$ cat config.mk
export PLATFORM = sky130hd
export DESIGN_NAME = lsu_req
export DESIGN_NICKNAME = d
export VERILOG_FILES = /design/src/rtl/lsu_req.sv
export SDC_FILE = /design/constraint.sdc
export NUM_CORES = 1
export LEC_CHECK = 0
export ABC_AREA = 1
export ABC_CLOCK_PERIOD_IN_PS = 4300
export CAP_MARGIN = 10
export CORE_UTILIZATION = 43
export DETAILED_ROUTE_END_ITERATION = 12
export GPL_ROUTABILITY_DRIVEN = 0
export HOLD_SLACK_MARGIN = 0.15
export PLACE_DENSITY = 0.8
export SKIP_CTS_REPAIR_TIMING = 1
export SLEW_MARGIN = 20
export SYNTH_ARGS = -nofsm -noshare
export SYNTH_HDL_FRONTEND = slang
export SYNTH_SLANG_ARGS = --single-unit
$ cat constraint.sdc
create_clock -name clk -period 4.3 [get_ports clk]
set_input_delay 0.86 -clock clk [delete_from_list [all_inputs] [get_ports clk]]
set_output_delay 0.86 -clock clk [all_outputs]
set_load 0.02 [all_outputs]
$ cat src/rtl/lsu_req.sv
// lsu_req: load/store request initiator between EX and the data-memory responder.
// Turns one EX memory operation into an aligned 64-bit valid/ready request with
// byte strobes, stalls EX until the response, and returns extended load data
// plus a fault code.
// Optional feature macro: LSU_MISALIGN_TRAP_EN (defined: misaligned accesses
// fault with cause 01; undefined: offsets are aligned down to the access size).
module lsu_req #(
  parameter int unsigned TIMEOUT = 255,
  parameter int unsigned TO_W    = 8
) (
  input  logic        clk,
  input  logic        rstn,
  input  logic        ex_valid,
  input  logic        ex_memread,
  input  logic        ex_memwrite,
  input  logic [2:0]  ex_funct3,
  input  logic [63:0] ex_addr,
  input  logic [63:0] ex_wdata,
  input  logic        flush,
  output logic        lsu_stall,
  output logic        wb_valid,
  output logic [63:0] wb_rdata,
  output logic        lsu_fault,
  output logic [1:0]  fault_cause,
  output logic        mem_req_valid,
  input  logic        mem_req_ready,
  output logic        mem_req_we,
  output logic [63:0] mem_req_addr,
  output logic [63:0] mem_req_wdata,
  output logic [7:0]  mem_req_wstrb,
  input  logic        mem_rsp_valid,
  input  logic [63:0] mem_rsp_rdata,
  input  logic        mem_rsp_err
);

  typedef enum logic [2:0] {
    S_IDLE  = 3'd0,
    S_REQ   = 3'd1,
    S_WAIT  = 3'd2,
    S_DONE  = 3'd3,
    S_DRAIN = 3'd4
  } state_t;

  localparam logic [1:0] C_MISALIGN = 2'b01;
  localparam logic [1:0] C_BUSERR   = 2'b10;
  localparam logic [1:0] C_TIMEOUT  = 2'b11;

  state_t          r_state;
  state_t          w_next;

  logic [TO_W-1:0] r_to;
  logic            w_to_hit;

  // latched request
  logic            r_we;
  logic [63:0]     r_addr;
  logic [63:0]     r_wdata;
  logic [7:0]      r_wstrb;
  logic [2:0]      r_off;
  logic [2:0]      r_funct3;

  // registered completion result
  logic [63:0]     r_rdata;
  logic            r_fault;
  logic [1:0]      r_cause;

  // decode of the incoming EX operation
  logic            w_go;
  logic            w_illegal;
  logic            w_dec_fault;
  logic [1:0]      w_size;
  logic [2:0]      w_off;
  logic [7:0]      w_strb;
  logic [63:0]     w_wdata_sh;
  logic [63:0]     w_rsp_sh;

  // next-state side outputs
  logic            w_done_load;
  logic            w_res_fault;
  logic [1:0]      w_res_cause;
  logic [63:0]     w_res_data;

  function automatic logic [63:0] extend(input logic [63:0] d, input logic [2:0] f);
    logic [63:0] res;
    res = '0;
    case (f)
      3'd0:    res = {{56{d[7]}},  d[7:0]};
      3'd1:    res = {{48{d[15]}}, d[15:0]};
      3'd2:    res = {{32{d[31]}}, d[31:0]};
      3'd3:    res = d;
      3'd4:    res = {56'b0, d[7:0]};
      3'd5:    res = {48'b0, d[15:0]};
      3'd6:    res = {32'b0, d[31:0]};
      default: res = '0;
    endcase
    return res;
  endfunction

  assign w_go      = ex_valid & (ex_memread | ex_memwrite) & ~flush;
  assign w_illegal = (ex_funct3 == 3'd7);
  assign w_size    = ex_funct3[1:0];
  assign w_to_hit  = (r_to >= TO_W'(TIMEOUT - 1));

`ifdef LSU_MISALIGN_TRAP_EN
  logic w_misal;

  // misalignment check against the natural size of the access
  always_comb begin
    w_misal = 1'b0;
    case (w_size)
      2'd0: w_misal = 1'b0;
      2'd1: w_misal = ex_addr[0];
      2'd2: w_misal = |ex_addr[1:0];
      2'd3: w_misal = |ex_addr[2:0];
      default: w_misal = 1'b0;
    endcase
  end

  assign w_off       = ex_addr[2:0];
  assign w_dec_fault = w_illegal | w_misal;
`else
  // offset bits below the access size are dropped (align down)
  always_comb begin
    w_off = ex_addr[2:0];
    case (w_size)
      2'd0: w_off = ex_addr[2:0];
      2'd1: w_off = {ex_addr[2:1], 1'b0};
      2'd2: w_off = {ex_addr[2], 2'b00};
      2'd3: w_off = 3'b000;
      default: w_off = ex_addr[2:0];
    endcase
  end

  assign w_dec_fault = w_illegal;
`endif

  // byte strobes for stores; loads carry no strobes
  always_comb begin
    w_strb = '0;
    if (ex_memwrite) begin
      case (w_size)
        2'd0: w_strb = 8'h01 << w_off;
        2'd1: w_strb = 8'h03 << w_off;
        2'd2: w_strb = 8'h0F << w_off;
        2'd3: w_strb = 8'hFF;
        default: w_strb = '0;
      endcase
    end
  end

  assign w_wdata_sh = ex_wdata << {w_off, 3'b000};
  assign w_rsp_sh   = mem_rsp_rdata >> {r_off, 3'b000};

  // state register
  always_ff @(posedge clk or negedge rstn) begin
    if (!rstn) r_state <= S_IDLE;
    else       r_state <= w_next;
  end

  // next-state logic and completion result selection
  always_comb begin
    w_next      = r_state;
    w_done_load = 1'b0;
    w_res_fault = 1'b0;
    w_res_cause = 2'b00;
    w_res_data  = '0;
    case (r_state)
      S_IDLE: begin
        if (w_go) begin
          if (w_dec_fault) begin
            w_next      = S_DONE;
            w_done_load = 1'b1;
            w_res_fault = 1'b1;
            w_res_cause = C_MISALIGN;
          end else begin
            w_next = S_REQ;
          end
        end
      end
      S_REQ: begin
        // a flush that coincides with the handshake still owes a response
        if (flush) begin
          w_next = mem_req_ready ? S_DRAIN : S_IDLE;
        end else if (mem_req_ready) begin
          w_next = S_WAIT;
        end else if (w_to_hit) begin
          w_next      = S_DONE;
          w_done_load = 1'b1;
          w_res_fault = 1'b1;
          w_res_cause = C_TIMEOUT;
        end
      end
      S_WAIT: begin
        if (mem_rsp_valid) begin
          if (flush) begin
            w_next = S_IDLE;
          end else begin
            w_next      = S_DONE;
            w_done_load = 1'b1;
            if (mem_rsp_err) begin
              w_res_fault = 1'b1;
              w_res_cause = C_BUSERR;
            end else if (!r_we) begin
              w_res_data = extend(w_rsp_sh, r_funct3);
            end
          end
        end else if (flush) begin
          w_next = S_DRAIN;
        end else if (w_to_hit) begin
          w_next      = S_DONE;
          w_done_load = 1'b1;
          w_res_fault = 1'b1;
          w_res_cause = C_TIMEOUT;
        end
      end
      S_DRAIN: begin
        if (mem_rsp_valid || w_to_hit) w_next = S_IDLE;
      end
      S_DONE: begin
        w_next = S_IDLE;
      end
      default: begin
        w_next = S_IDLE;
      end
    endcase
  end

  // timeout counter: cleared on entry to REQ, counts in REQ/WAIT/DRAIN
  always_ff @(posedge clk or negedge rstn) begin
    if (!rstn) begin
      r_to <= '0;
    end else if (r_state == S_IDLE) begin
      if (w_next == S_REQ) r_to <= '0;
    end else if (r_state == S_REQ || r_state == S_WAIT || r_state == S_DRAIN) begin
      r_to <= r_to + 1'b1;
    end
  end

  // latch the request fields when an operation is accepted
  always_ff @(posedge clk or negedge rstn) begin
    if (!rstn) begin
      r_we     <= 1'b0;
      r_addr   <= '0;
      r_wdata  <= '0;
      r_wstrb  <= '0;
      r_off    <= '0;
      r_funct3 <= '0;
    end else if (r_state == S_IDLE && w_next == S_REQ) begin
      r_we     <= ex_memwrite;
      r_addr   <= {ex_addr[63:3], 3'b000};
      r_wdata  <= ex_memwrite ? w_wdata_sh : '0;
      r_wstrb  <= w_strb;
      r_off    <= w_off;
      r_funct3 <= ex_funct3;
    end
  end

  // completion result, held until the next completion
  always_ff @(posedge clk or negedge rstn) begin
    if (!rstn) begin
      r_rdata <= '0;
      r_fault <= 1'b0;
      r_cause <= 2'b00;
    end else if (w_done_load) begin
      r_rdata <= w_res_data;
      r_fault <= w_res_fault;
      r_cause <= w_res_cause;
    end
  end

  // rstn gates the stall so it reads 0 while reset is asserted even with EX active
  assign lsu_stall     = rstn & (((r_state == S_IDLE) & w_go) | (r_state == S_REQ) |
                                 (r_state == S_WAIT) | (r_state == S_DRAIN));
  assign wb_valid      = (r_state == S_DONE) & ~flush;
  assign wb_rdata      = r_rdata;
  assign lsu_fault     = r_fault;
  assign fault_cause   = r_cause;
  assign mem_req_valid = (r_state == S_REQ);
  assign mem_req_we    = r_we;
  assign mem_req_addr  = r_addr;
  assign mem_req_wdata = r_wdata;
  assign mem_req_wstrb = r_wstrb;

endmodule

* After elaboration in Yosys (flattened, before gate mapping)
Cells that the tools add are included.
** Storage, ports and cells
- Word-level logic and storage cells :: 100
- Input bits :: 204
- Register bits after elaboration :: 218
- Output and inout bits :: 207
** Cells by class
- Equal/unequal tests :: 16
- Shift operators :: 5
- Reductions and logical operators :: 9
- Add/sub/neg operators :: 1
- Bitwise operators :: 10
- $lt $le $gt $ge :: 1
- Multiplexer cells :: 47
** Operator list (count)
- one-hot mux 64 bit (7 select lines) :: 1
- two-way mux 64 bit :: 6
- << shifter 64 x 6 -> 64 bit :: 1
- right shift 64 x 6 -> 64 bit :: 1
- two-way mux 8 bit :: 4
- one-hot mux 8 bit (4 select lines) :: 1
- two-way mux 3 bit :: 8
- one-hot mux 3 bit (4 select lines) :: 2
- two-way mux 2 bit :: 9
- == test 3 bit, second input constant :: 5
- two-way mux 1 bit :: 13
- == test 3 x 2 -> 1 bit, second input constant :: 4
- == test 3 x 1 -> 1 bit, second input constant :: 3
- adder 8 x 1 -> 8 bit, second input constant :: 1
- greater-or-equal comparator 8 bit, second input constant :: 1
- << shifter 1 x 3 -> 8 bit, first input constant :: 1
- << shifter 2 x 3 -> 8 bit, first input constant :: 1
- << shifter 4 x 3 -> 8 bit, first input constant :: 1
- zero test 3 bit :: 2
- one-hot mux 1 bit (3 select lines) :: 2
- one-hot mux 2 bit (3 select lines) :: 1
- bitwise AND 1 bit :: 5
- == test 2 bit, second input constant :: 2
- OR 1 bit :: 4
- other kinds (8) :: 10

* Depth between registers and ports, before layout
Gate-level depths: netlist of the first run.
- Word-level depth :: 8
- Gate-level depth with buffers :: 14

* Worst setup path after synthesis of the first run
Ideal clock, no wire load.
- Path kind :: input to output
- From :: input ex_memwrite
- To :: output lsu_stall
- Stages on the path :: 4
- Arrival time :: 1.579 ns
- Required time :: 3.440 ns
- Slack :: 1.861 ns
- Cell sequence :: buf_2 -> o211ai_1 -> nor2_4 -> o21a_1
** Between the ends
- Word-level cells in the longest chain between the ends :: 8
** Ends and longest elaborated chain
- from (decl) :: line 15 : input logic ex_memwrite,
- OR 1 bit :: line 99 : assign w_go = ex_valid & (ex_memread | ex_memwrite) & ~flush;
- bitwise AND 1 bit (2 in series) :: line 99
- bitwise AND 1 bit :: line 272 : assign lsu_stall = rstn & (((r_state == S_IDLE) & w_go) | (r_state == S_REQ) |
- OR 1 bit (2 in series) :: line 272
- OR 1 bit :: line 273 : (r_state == S_WAIT) | (r_state == S_DRAIN));
- bitwise AND 1 bit :: line 272
- to (decl) :: line 20 : output logic lsu_stall,
No other way between the ends.

* Worst setup path in the final report of the first run
- From :: input flush
- To :: output lsu_stall
** Between the ends
- Word-level cells in the longest chain between the ends :: 7
** Ends and longest elaborated chain
- from (decl) :: line 19 : input logic flush,
- inverter 1 bit :: line 99
- bitwise AND 1 bit :: line 99
- bitwise AND 1 bit :: line 272
- OR 1 bit (2 in series) :: line 272
- OR 1 bit :: line 273
- bitwise AND 1 bit :: line 272
No other way between the ends.

==> impl_metrics.py, run 1 <==
metrics = {
    "placed_design": {
        "post-place-ws_ps": 855.6,
        "hpwlAfterDp_um": 33700,
        "io_buffers": 407,
    },
    "synth": {
        "synth_most_common_cell": "nand2_1",
        "synth_compound_area_share_pct": 9.811,
        "synthXorXnorAreaFrac_pct": 0.1357,
        "yosys-top-cells-count": "nand2_1, dfrtp_1, nand3_1, o21ai_0, inv_1",
        "ys_types": 35,
        "syn_inst": 1939,
        "synth_area_leaders": "dfrtp_1, nand2_1, nand3_1",
        "synth_top_cell_area_share_pct": 42.27,
        "synth_top_family_by_area": "simple AND/OR/NAND/NOR gates",
        "seq_area_frac_synth_pct": 42.27,
        "synthAdderAreaFrac_pct": 0.6786,
        "synth-edff-count": 0,
        "async_flop_share_pct": 100.0,
        "syn_area_per_cell_um2": 6.656,
        "yosysWarnings": 0,
        "synth_seq_cells": 218,
        "yosysTopAreaCell": "dfrtp_1",
        "synth_area_mm2": 0.01291,
        "synthSimpleGateAreaFrac_pct": 39.92,
        "muxShareOfSynthArea_pct": 0,
        "synth_top_flop_cell": "dfrtp_1",
    },
    "timing": {
        "skew_ps": 8.012,
        "max-slew-margin-rel_pct": 32.31,
        "fin_crit_sh_pct": 80.13,
        "fmax_mhz": 290.2,
        "setup_viol": 0,
        "rsz0062_at_grt": "no",
        "min_period_ps": 3445,
        "worst_slack_ps": 854.5,
        "tns_ps": 0,
        "worst_slew_pin_slew_ps": 1014,
        "finalHoldViolCount": 0,
        "slew_viol_final": 0,
    },
    "power": {
        "ir_drop_mv": 0.3217,
        "p_leak_nw": 8.936,
        "power.density_mw_per_mm2": 537.3,
    },
    "detailed_routing": {
        "drc": 0,
        "ant_nets": 0,
        "post_drt_via_cell_ratio": 5.368,
        "vias": 14310,
        "wire_per_inst_um": 17.54,
        "routed_wirelength_um": 46740,
        "dr.pass1.iters": 6,
        "first_iter_violations": 1801,
    },
    "grt": {
        "grt_pass1_wl_um": 72530,
        "grt_max_degree": 208,
        "track_usage_pct": 29.82,
        "grt_pass1_vias": 13550,
        "overflow": 0,
        "antenna_found_initial": 0,
    },
    "min_path": {
        "hp-class": "input port to asynchronous set/reset pin",
    },
    "clocking": {
        "clk_latency_ps": 540,
        "tritoncts": "done",
        "cts_buffer_depth": 3,
        "clk_pin_slew_ps": 60,
        "root_buffer": "clkbuf_16",
        "cts.sinks": 218,
        "ctsHtreeMaxLevel": 1,
        "cts_buffers": 26,
    },
    "floorplanning": {
        "rows": 63,
        "floorplan.die_area_mm2": 0.03071,
        "core_mm2": 0.02956,
        "die_y_um": 175.2,
        "die-width_um": 175.2,
        "start_util_pct": 43.66,
        "boundaryPins": 411,
    },
    "critical_path": {
        "cp-end-kind": "output pin",
        "startpoint_type": "input port",
        "crit_arrival_ps": 2590,
        "cp.required_ps": 3440,
        "critPathKind": "input port to output pin",
        "crit_fanout": 6,
    },
    "run": {
        "cap_viol_max_count": 0,
    },
    "cells_and_area": {
        "fin_util_pct": 60.85,
        "drive_gt1_share_pct": 4.088,
        "syn_to_final_growth_pct": 39.36,
        "diodes": 0,
        "fin_nets": 2468,
    },
    "status": {
        "status": "finished, final reports clean",
    },
}
## layout by cell type, fill, tap and decap left out, types with 18 or more instances in the layout
cell,instances
a21oi_1,32
buf_4,18
clkbuf_16,26
clkdlybuf4s50_1,405
dfrtp_1,216
inv_1,55
nand2_1,1007
nand3_1,153
nand4_1,50
nor2_1,37
o211ai_1,31
o21ai_0,131
o21ai_1,27
## report_power, final
group | leakage (nW) | internal [mW] | switching [mW] | total, mW
registers | 2.87 | 2.62 | 0.395 | 3.02
logic | 5.62 | 1.75 | 2.52 | 4.27
clock network | 0.447 | 1.47 | 0.908 | 2.38
total | 8.94 | 5.84 | 3.82 | 9.66
## stage by stage
step | power [mW] | std cells | hold slack [ps] | area, µm²
final | 9.663 | 2665 | 208.6 | 17990
after CTS | 9.683 | 2665 | 201.5 | 17980
after floorplan | 5.306 | 1941 | 496.4 | 12910
after detailed placement | 7.258 | 2619 | 463.7 | 17050
after global routing | 10.20 | 2665 | 218.6 | 17990
after global placement | 7.188 | 2619 | 456.6 | 17050
## worst max-delay path: stages
cell	delay (ps)
clkdlybuf4s50_1	530
inv_2	120
o211ai_1	130
nor2_4	170
o21a_1	160
clkdlybuf4s50_1	610
## registers in the layout (all words and copies together), names as in the netlist, 2 cells and up
signal         count
fault_cause        2
mem_req_addr      61
mem_req_wdata     64
mem_req_wstrb      8
r_funct3           3
r_off              3
r_state            3
r_to               8
wb_rdata          64
## kinds of logic (layout without fill, tap and decap cells)
| logic type | after synthesis | count (layout) |
|---|---|---|
| buf+inv | 209 | 543 |
| fa+ha+maj | 7 | 7 |
| xor+xnor | 2 | 2 |
| other cells | 1 | 3 |
| simple gates | 1270 | 1270 |
| compound gates | 232 | 232 |
| flops | 218 | 218 |
## path summary, 6_finish.rpt
| path | slack, ps | endpoint | depth (start not counted) | startpoint |
|---|---|---|---|---|
| worst max-delay path | 850 | lsu_stall | 6 | flush |
| worst min-delay path | 210 | mem_req_addr[47] | 1 | rstn |
| worst max register to register | 1410 | wb_rdata[50] | 8 | r_off[2] |
| worst min register to register | 470 | wb_rdata[7] | 2 | wb_rdata[7] |
| max in group asynchronous | 2450 | fault_cause[1] | 3 | rstn |
| min in group clk | 470 | wb_rdata[7] | 2 | wb_rdata[7] |
## per-layer routing
metal	track usage (%)	vias to the layer above	routed length (µm)	part of all wire [%]
met5	0	-	0	0
met1	36.44	6486	17460	37
li1	-	6853	-	-
met3	7.158	172	4774	10
met2	47.59	794	21380	46
met4	18.22	0	3135	6.7
## area by class of cell
cell class	count	area (µm²)
timing repair buffer	430	4300
clock buffer	36	758.2
tap	390	488.0
sequential	218	5458
clock inverter	10	172.7
fill	2642	11570
inverter	67	251.5
multi-input combinational	1514	6558
(Power assumes the default switching activity.)
==> inputs of run 2 (changes only) <==
ABC_CLOCK_PERIOD_IN_PS = 3100   (was 4300)
PLACE_DENSITY = 0.83   (was 0.8)
clock period = 3.1 ns   (was 4.3 ns; I/O delays follow)
==> run 2 against run 1 <==
Net effect: power grew 37%; wire length grew 2.7%; non-clock buffer count grew 24; clock power rose by 28%; setup slack got worse by 670 ps; core utilization is 0.73 points higher; final cell count rose by 0.98%; critical path depth rose by 1; register-to-register slack lost 760 ps; clock-buffer cell count is the same; sequential cell count stayed put; global-route usage increased by 0.70 points.
==> impl_metrics.py, run 2 (synthesized netlist as in run 1, its figures left out) <==
metrics = {
    "grt": {
        "grt_max_degree": 160,
        "overflow": 0,
        "grt_pass1_wl_um": 74290,
        "grt_pass1_vias": 13730,
        "track_usage_pct": 30.52,
        "antenna_found_initial": 0,
    },
    "floorplanning": {
        "boundaryPins": 411,
        "core_mm2": 0.02956,
        "die-width_um": 175.2,
        "start_util_pct": 43.66,
        "floorplan.die_area_mm2": 0.03071,
        "die_y_um": 175.2,
        "rows": 63,
    },
    "critical_path": {
        "worst-path-buf-inv": 3,
        "r2r.worst_path.cells": 14,
        "cp-end-kind": "output pin",
        "r2r_end": "mem_req_addr[16]",
        "cp_top_family": "buffers and inverters",
        "critPathKind": "register to output pin",
        "startpoint_type": "register",
        "crit_fanout": 9,
        "path_cells": "inv_2 -> nand3_1 -> inv_1 -> nor2_1 -> nand2_2 -> o21a_1 -> clkdlybuf4s50_1",
        "r2r_slack_ps": 650,
        "critPathMaxStageDelay_ps": 610,
        "reg2reg_from": "r_to[0]",
        "crit_arrival_ps": 2290,
        "cp.required_ps": 2480,
        "slowest_stage": "clkdlybuf4s50_1",
    },
    "cells_and_area": {
        "drive_gt1_share_pct": 5.172,
        "stdcell_area_mm2": 0.01820,
        "multi_input_area_mm2": 0.006560,
        "final_common_cell": "nand2_1",
        "syn_to_final_growth_pct": 41.04,
        "diodes": 0,
        "final_cell_mix": "nand2_1, clkdlybuf4s50_1, dfrtp_1",
        "fillers": 2602,
        "fin_nets": 2492,
        "regArea_mm2": 0.005458,
    },
    "clocking": {
        "cts.sinks": 218,
        "tritoncts": "done",
        "ctsHtreeMaxLevel": 1,
        "root_buffer": "clkbuf_16",
        "clk_latency_ps": 540,
        "clk_pin_slew_ps": 60,
        "cts_buffers": 26,
        "cts_buffer_depth": 3,
    },
    "power": {
        "ir_drop_mv": 0.5197,
        "clkPwrFrac_pct": 23.0,
        "p_switching_mw": 5.346,
        "p_sw_share_pct": 40.33,
        "power.density_mw_per_mm2": 728.3,
        "power_mw": 13.26,
        "internal_power_mw": 7.911,
        "p_leak_nw": 9.062,
        "pwr-share-comb_pct": 45.2,
        "seqPwrFrac_pct": 31.7,
    },
    "min_path": {
        "min_to": "wb_rdata[30]",
        "holdPathStages": 2,
        "hp-class": "register to register",
        "hold_start": "wb_rdata[30]",
    },
    "run": {
        "cap_viol_max_count": 0,
    },
    "status": {
        "status": "finished, final reports clean",
    },
    "detailed_routing": {
        "vias": 14730,
        "drc": 0,
        "post_drt_via_cell_ratio": 5.473,
        "routed_wirelength_um": 48000,
        "ant_nets": 0,
        "wire_per_inst_um": 17.84,
        "first_iter_violations": 1867,
        "dr.pass1.iters": 8,
    },
    "placed_design": {
        "hpwlAfterDp_um": 34930,
        "post-place-ws_ps": 197.4,
        "placed_area_mm2": 0.01732,
        "io_buffers": 407,
    },
    "timing": {
        "worst_slack_ps": 186.1,
        "skew_ps": 8.267,
        "worst_slew_pin_slew_ps": 874.1,
        "fin_crit_sh_pct": 94.00,
        "hold_slack_ps": 471.8,
        "slew_viol_final": 0,
        "fmax_mhz": 343.2,
        "tns_ps": 0,
        "min_period_ps": 2914,
        "finalHoldViolCount": 0,
        "rsz0062_at_grt": "no",
        "max-slew-margin-rel_pct": 41.73,
        "setup_viol": 0,
    },
}
## run 2: cell count changes in the layout (fill, tap and decap cells not counted), sizes merged
cell,delta
buf,+23
bufinv,-3
dlygate4sd3,+1
clkinv,+5
## run 2: worst register-to-register path: cells and delay by family, from the launching register on
kind                     cells  cell delay, ps
buffers and inverters        3             930
AND/OR/NAND/NOR             10             870
flip-flops                   1             400
adder cells (fa/ha/maj)      1             200
## run 2: worst max-delay path by stage
stage	start	end	slack (ps)	depth (start not counted)
after floorplan	ex_funct3[0]	mem_req_wdata[61]	1050	12
after global placement	ex_funct3[0]	mem_req_wdata[32]	300	12
after detailed placement	ex_funct3[0]	mem_req_wdata[36]	200	12
after CTS	r_state[2]	lsu_stall	100	7
after global routing	r_state[2]	lsu_stall	90	7
final	r_state[2]	lsu_stall	190	7
## run 2: routing by layer
| metal | global-route usage, % | share of wire, % | vias up |
|---|---|---|---|
| met4 | 15.80 | 5.7 | 0 |
| li1 | - | - | 6895 |
| met1 | 37.70 | 38 | 6739 |
| met5 | 0 | 0 | - |
| met2 | 50.45 | 47 | 915 |
| met3 | 6.092 | 9.6 | 179 |
## run 2: power groups by stage
stage / clock network [mW] / registers, mW / logic, mW
after detailed placement: 0 / 4.22 / 5.92
after global routing: 3.21 / 4.30 / 6.46
final: 3.05 / 4.21 / 6.00
after global placement: 0 / 4.20 / 5.82
after floorplan: 0 / 5.02 / 2.33
after CTS: 3.10 / 4.20 / 5.96
## run 2: metrics by stage
stage	util [%]	std cells
final	61.58	2691
after global routing	61.58	2691
after CTS	61.54	2690
after detailed placement	58.61	2642
after global placement	58.61	2642
after floorplan	-	1941
## run 2: final cells by class
class,count,share of cell area [%]
Multi-Input combinational cell,1514,36.04
Sequential cell,218,29.98
Clock inverter,12,0.5911
Tap cell,390,2.681
Clock buffer,36,4.166
Timing Repair Buffer,454,25.16
Inverter,67,1.382
